==> src/rtl/rectangle128_keysched.sv <==
// RECTANGLE-128 key schedule: expands a 128-bit master key into 26 64-bit subkeys.
// Optional restart-in-flight behaviour enabled by defining RECTANGLE128_KS_RESTART_EN.
module rectangle128_keysched (
  input  logic         Clk,
  input  logic         flush,
  input  logic         start,
  input  logic [127:0] Key,
  output logic         busy,
  output logic         done,
  output logic         WE,
  output logic [4:0]   WAddr,
  output logic [63:0]  KeyOut
);

  typedef enum logic [1:0] {
    IDLE = 2'd0,
    GEN  = 2'd1,
    DONE = 2'd2
  } state_t;

  state_t      state, state_nxt;
  logic [31:0] r0, r1, r2, r3;
  logic [31:0] s0, s1, s2, s3;
  logic [31:0] n0, n1, n2, n3;
  logic [4:0]  rc, rc_nxt;
  logic [4:0]  cnt;
  logic [3:0]  nib;
  logic        load, step;

  function automatic logic [3:0] sbox(input logic [3:0] x);
    logic [3:0] y;
    case (x)
      4'h0: y = 4'h6;  4'h1: y = 4'h5;  4'h2: y = 4'hC;  4'h3: y = 4'hA;
      4'h4: y = 4'h1;  4'h5: y = 4'hE;  4'h6: y = 4'h7;  4'h7: y = 4'h9;
      4'h8: y = 4'hB;  4'h9: y = 4'h0;  4'hA: y = 4'h3;  4'hB: y = 4'hD;
      4'hC: y = 4'h8;  4'hD: y = 4'hF;  4'hE: y = 4'h4;  default: y = 4'h2;
    endcase
    return y;
  endfunction

  always_comb begin
    state_nxt = state;
    load      = 1'b0;
    step      = 1'b0;
    case (state)
      IDLE: begin
        if (start) begin
          load      = 1'b1;
          state_nxt = GEN;
        end
      end
      GEN: begin
`ifdef RECTANGLE128_KS_RESTART_EN
        // a fresh request overrides the run in flight, including its last write
        if (start) load = 1'b1;
        else
`endif
        if (cnt == 5'd25) state_nxt = DONE;
        else              step      = 1'b1;
      end
      DONE:    state_nxt = IDLE;
      default: state_nxt = IDLE;
    endcase
  end

  // S-box layer touches only the low 8 columns; upper bits pass straight through
  always_comb begin
    s0  = r0;
    s1  = r1;
    s2  = r2;
    s3  = r3;
    nib = '0;
    for (int unsigned j = 0; j < 8; j++) begin
      nib   = sbox({r3[j], r2[j], r1[j], r0[j]});
      s0[j] = nib[0];
      s1[j] = nib[1];
      s2[j] = nib[2];
      s3[j] = nib[3];
    end
  end

  always_comb begin
    n0     = ({s0[23:0], s0[31:24]} ^ s1) ^ {27'd0, rc};
    n1     = s2;
    n2     = s3;
    n3     = {s2[15:0], s2[31:16]} ^ s0;
    rc_nxt = {rc[3:0], rc[4] ^ rc[2]};
  end

  always_ff @(posedge Clk or negedge flush) begin
    if (!flush) begin
      state <= IDLE;
      r0    <= '0;
      r1    <= '0;
      r2    <= '0;
      r3    <= '0;
      rc    <= 5'h01;
      cnt   <= '0;
    end else begin
      state <= state_nxt;
      if (load) begin
        r0  <= Key[31:0];
        r1  <= Key[63:32];
        r2  <= Key[95:64];
        r3  <= Key[127:96];
        rc  <= 5'h01;
        cnt <= '0;
      end else begin
        if (step) begin
          r0 <= n0;
          r1 <= n1;
          r2 <= n2;
          r3 <= n3;
          rc <= rc_nxt;
        end
        if (state == GEN) cnt <= cnt + 5'd1;
      end
    end
  end

  always_comb begin
    busy   = (state == GEN);
    WE     = busy;
    done   = (state == DONE);
    WAddr  = busy ? cnt : '0;
    KeyOut = busy ? {r3[15:0], r2[15:0], r1[15:0], r0[15:0]} : '0;
  end

endmodule

==> config.mk <==
export PLATFORM = sky130hd
export DESIGN_NAME = rectangle128_keysched
export DESIGN_NICKNAME = d
export VERILOG_FILES = /design/src/rtl/rectangle128_keysched.sv
export SDC_FILE = /design/constraint.sdc
export NUM_CORES = 1
export LEC_CHECK = 0
export BUFFER_PORTS_ARGS = -buffer_cell sky130_fd_sc_hd__buf_2
export CAP_MARGIN = 5
export CORE_ASPECT_RATIO = 0.9
export CORE_MARGIN = 2
export CORE_UTILIZATION = 55
export CTS_CLUSTER_DIAMETER = 120
export CTS_CLUSTER_SIZE = 25
export DETAILED_ROUTE_END_ITERATION = 8
export GPL_ROUTABILITY_DRIVEN = 0
export GPL_TIMING_DRIVEN = 1
export MAX_ROUTING_LAYER = met4
export PLACE_DENSITY = 0.92
export SLEW_MARGIN = 25
export SYNTH_ARGS = -nofsm -noshare
export SYNTH_HDL_FRONTEND = slang
export SYNTH_SLANG_ARGS = --single-unit
==> constraint.sdc <==
create_clock -name Clk -period 1.8 [get_ports Clk]
set_input_delay 0.36 -clock Clk [delete_from_list [all_inputs] [get_ports Clk]]
set_output_delay 0.36 -clock Clk [all_outputs]
set_load 0.1 [all_outputs]
==> impl_metrics.env <==
export IMPL_crit_path_start="r3[6]$_DFFE_PN0P_"
export IMPL_clkSlewWorstSetupHoldPaths_ps=60
export IMPL_dp_hpwl_um=20210
export IMPL_r2r_setup_slack_ps=-410
export IMPL_avgSynthCellArea_um2=8.708
export IMPL_grt_usage=0.3993
export IMPL_fin_skew_ps=11.43
export IMPL_cts_tree="built"
export IMPL_finalCritPeriodShare=1.227
export IMPL_arrival_ps=2520
export IMPL_final_max_slew_viol_count=0
export IMPL_antenna_found_initial=2
export IMPL_period_needed_ps=2209
export IMPL_cts_root_buf="clkbuf_16"
export IMPL_overflow=0
export IMPL_path_cells="xnor2_1 > nor2_1 > a21oi_1 > buf_4 > xor2_1 > o21ai_1"
export IMPL_wirelength_um=39150
export IMPL_yosysWarningCount=0
export IMPL_cts_sinks=140
export IMPL_die_area_um2=16250
export IMPL_syn_inst=963
export IMPL_worst_path_max_fanout=9
export IMPL_rsz0062_at_grt="true"
export IMPL_rows=42
export IMPL_viasPerCell=6.976
export IMPL_dpl_cell_area_um2=11070
export IMPL_coreArea_um2=14820
export IMPL_nets=1353
export IMPL_relSlewSlack=0.5378
export IMPL_cp_slowest_stage_delay_ps=560
export IMPL_synthArstFlopShare=1.000
export IMPL_endpoint_kind="flop"
export IMPL_rr_endpoint="r3[6]$_DFFE_PN0P_"
export IMPL_vias=9752
export IMPL_grt_pass1_vias=8773
export IMPL_syn2layout_area_growth_pct=49.48
export IMPL_yosysMostFrequentCell="nand2_1"
export IMPL_initial_core_util=0.5659
export IMPL_clk_latency_ps=440
export IMPL_crit_type="reg -> reg"
export IMPL_worstReg2RegStart="r3[6]$_DFFE_PN0P_"
export IMPL_crit_path_top_delay_cell="a21oi_1"
export IMPL_firstDrtPassIters=9
export IMPL_synth_edf_count=0
export IMPL_ys_seq_area_frac=0.4179
export IMPL_post_drt_wl_per_cell_um=28.01
export IMPL_hold_violations=0
export IMPL_clockBufferDepth=2
export IMPL_ant_nets=0
export IMPL_yosysUniqueCellTypes=48
export IMPL_r2r_cells=6
export IMPL_cts_max_level=4
export IMPL_worst_pin_slew_ps=693.2
export IMPL_drtIter0Drc=1779
export IMPL_drc=20
export IMPL_start_kind="flop"
export IMPL_setup_viol=139
export IMPL_crit_family="compound AO/OA/AOI/OAI gates"
export IMPL_worstPathRequired_ps=2110
export IMPL_ys_ff_latch=140
export IMPL_min_path_type="in -> reg"
export IMPL_path_depth=6
export IMPL_crit_buf_inv=1
export IMPL_layout_drive_gt1_share=0.3965
export IMPL_mappedNetlistNets=1131
export IMPL_outcome="finished, violations left"
export IMPL_grt_start_max_net_pins=82
export IMPL_syn_area_um2=8386
export IMPL_crit_end="r3[6]$_DFFE_PN0P_"
export IMPL_die_h_um=121.1
export IMPL_cts_buffers=17
export IMPL_yosys_top_cells_area="dfrtp_1, nand2_1, nor2_1, xor2_1, ha_1"
export IMPL_max_freq_mhz=452.7
export IMPL_violations="design-rule violations, negative setup slack"
export IMPL_netlist_area_leader_share=0.4148
export IMPL_cap_violations=0
export IMPL_portBuffers=202
export IMPL_grt_pass1_wl_um=48010
export IMPL_yosys_area_top_type="dfrtp_1"
export IMPL_fin_area_um2=12530
export IMPL_synth_common_cells="nand2_1, dfrtp_1, nor2_1, and2_1, xor2_1"
export IMPL_die_x_um=134.2
export IMPL_ys_flop_type="dfrtp_1"
export IMPL_fin_ws_ps=-409.2
export IMPL_pin_count=203
==> kinds of logic after synthesis <==
logic type               share of synthesized area
AND/OR/NAND/NOR                             0.2065
AO/OA/AOI/OAI                               0.1592
flip-flops                                  0.4179
buffers and inverters                      0.05640
XOR/XNOR                                   0.08669
adder cells (fa/ha/maj)                    0.05521
multiplexers                               0.01805
==> worst register-to-register path, cell delays in order (launching register included) <==
cell and delay, ps:
dfrtp_1 540, xnor2_1 330, nor2_1 90, a21oi_1 560, buf_4 250, xor2_1 220
o21ai_1 100
==> cell usage in the layout (no fill, tap or decap), drive strengths merged, types with 3 or more instances in the layout <==
master,instances
a311oi,3
xor2,55
a22oi,25
xnor2,28
o22ai,31
a21o,5
and3,25
ha,37
nor2,130
a211oi,3
nor3,3
and2,61
o221ai,8
a21oi,52
inv,19
nand2,142
clkinv,10
mux2i,14
buf,268
o21ai,53
dfrtp,139
nor2b,4
a31oi,21
o211ai,4
clkbuf,26
nand3,17
==> area by class of cell <==
type / instances / area [um^2]
Antenna cell: 2 / 5.005
Tap cell: 198 / 247.7
Clock buffer: 19 / 452.9
Inverter: 18 / 80.08
Fill cell: 664 / 2285
Clock inverter: 13 / 141.4
Timing Repair Buffer: 276 / 3067
Multi-Input combinational cell: 732 / 5034
Sequential cell: 140 / 3507
==> per-stage QoR <==
step	cells	setup TNS [ps]	setup slack [ps]	hold WS, ps	util
2_1_floorplan	963	-3279	-383.1	64.41	-
3_3_place_gp	1344	0	97.68	324.2	0.7473
3_5_place_dp	1344	0	25.62	324.3	0.7473
4_1_cts	1382	-12630	-218.3	123.9	0.7999
5_1_grt	1398	-21020	-372.7	122.2	0.8458
6_report	1398	-18170	-409.2	130.4	0.8458
==> what timing repair did <==
action | 4_1_cts | 5_1_grt
setup endpoints to repair | 74 | 183
setup buffers | 2 | 6
pin swaps | 5 | 11
endpoints found under the hold margin | 39 | 0
resized for setup | 29 | 135
hold buffers | 1 | 0
gates cloned | 3 | 8
==> worst min-delay path by stage <==
| stage | startpoint | endpoint | slack (ps) | depth (start not counted) |
|---|---|---|---|---|
| after floorplan | flush | cnt[0]$_DFFE_PN0P_ | 60 | 0 |
| after global placement | flush | cnt[4]$_DFFE_PN0P_ | 320 | 1 |
| after detailed placement | flush | state[0]$_DFFE_PN0P_ | 320 | 1 |
| after CTS | Key[71] | r2[7]$_DFFE_PN0P_ | 120 | 3 |
| after global routing | Key[66] | r2[2]$_DFFE_PN0P_ | 120 | 2 |
| final | Key[66] | r2[2]$_DFFE_PN0P_ | 130 | 2 |
==> sequential cells by signal, indices dropped and copies added, names as in the netlist <==
register	flops
r0	32
rc	5
state	2
r1	32
r2	32
r3	32
cnt	5
==> layer usage <==
metal  global-route usage  share of wire
met4               0.2112          0.096
met3              0.09148           0.16
met2               0.6321           0.43
met1               0.4804           0.32
met5                    -              0
Power is left out: the tool's default activity adds up to more than one toggle a clock period on the data nets, which glitch-free logic cannot reach.
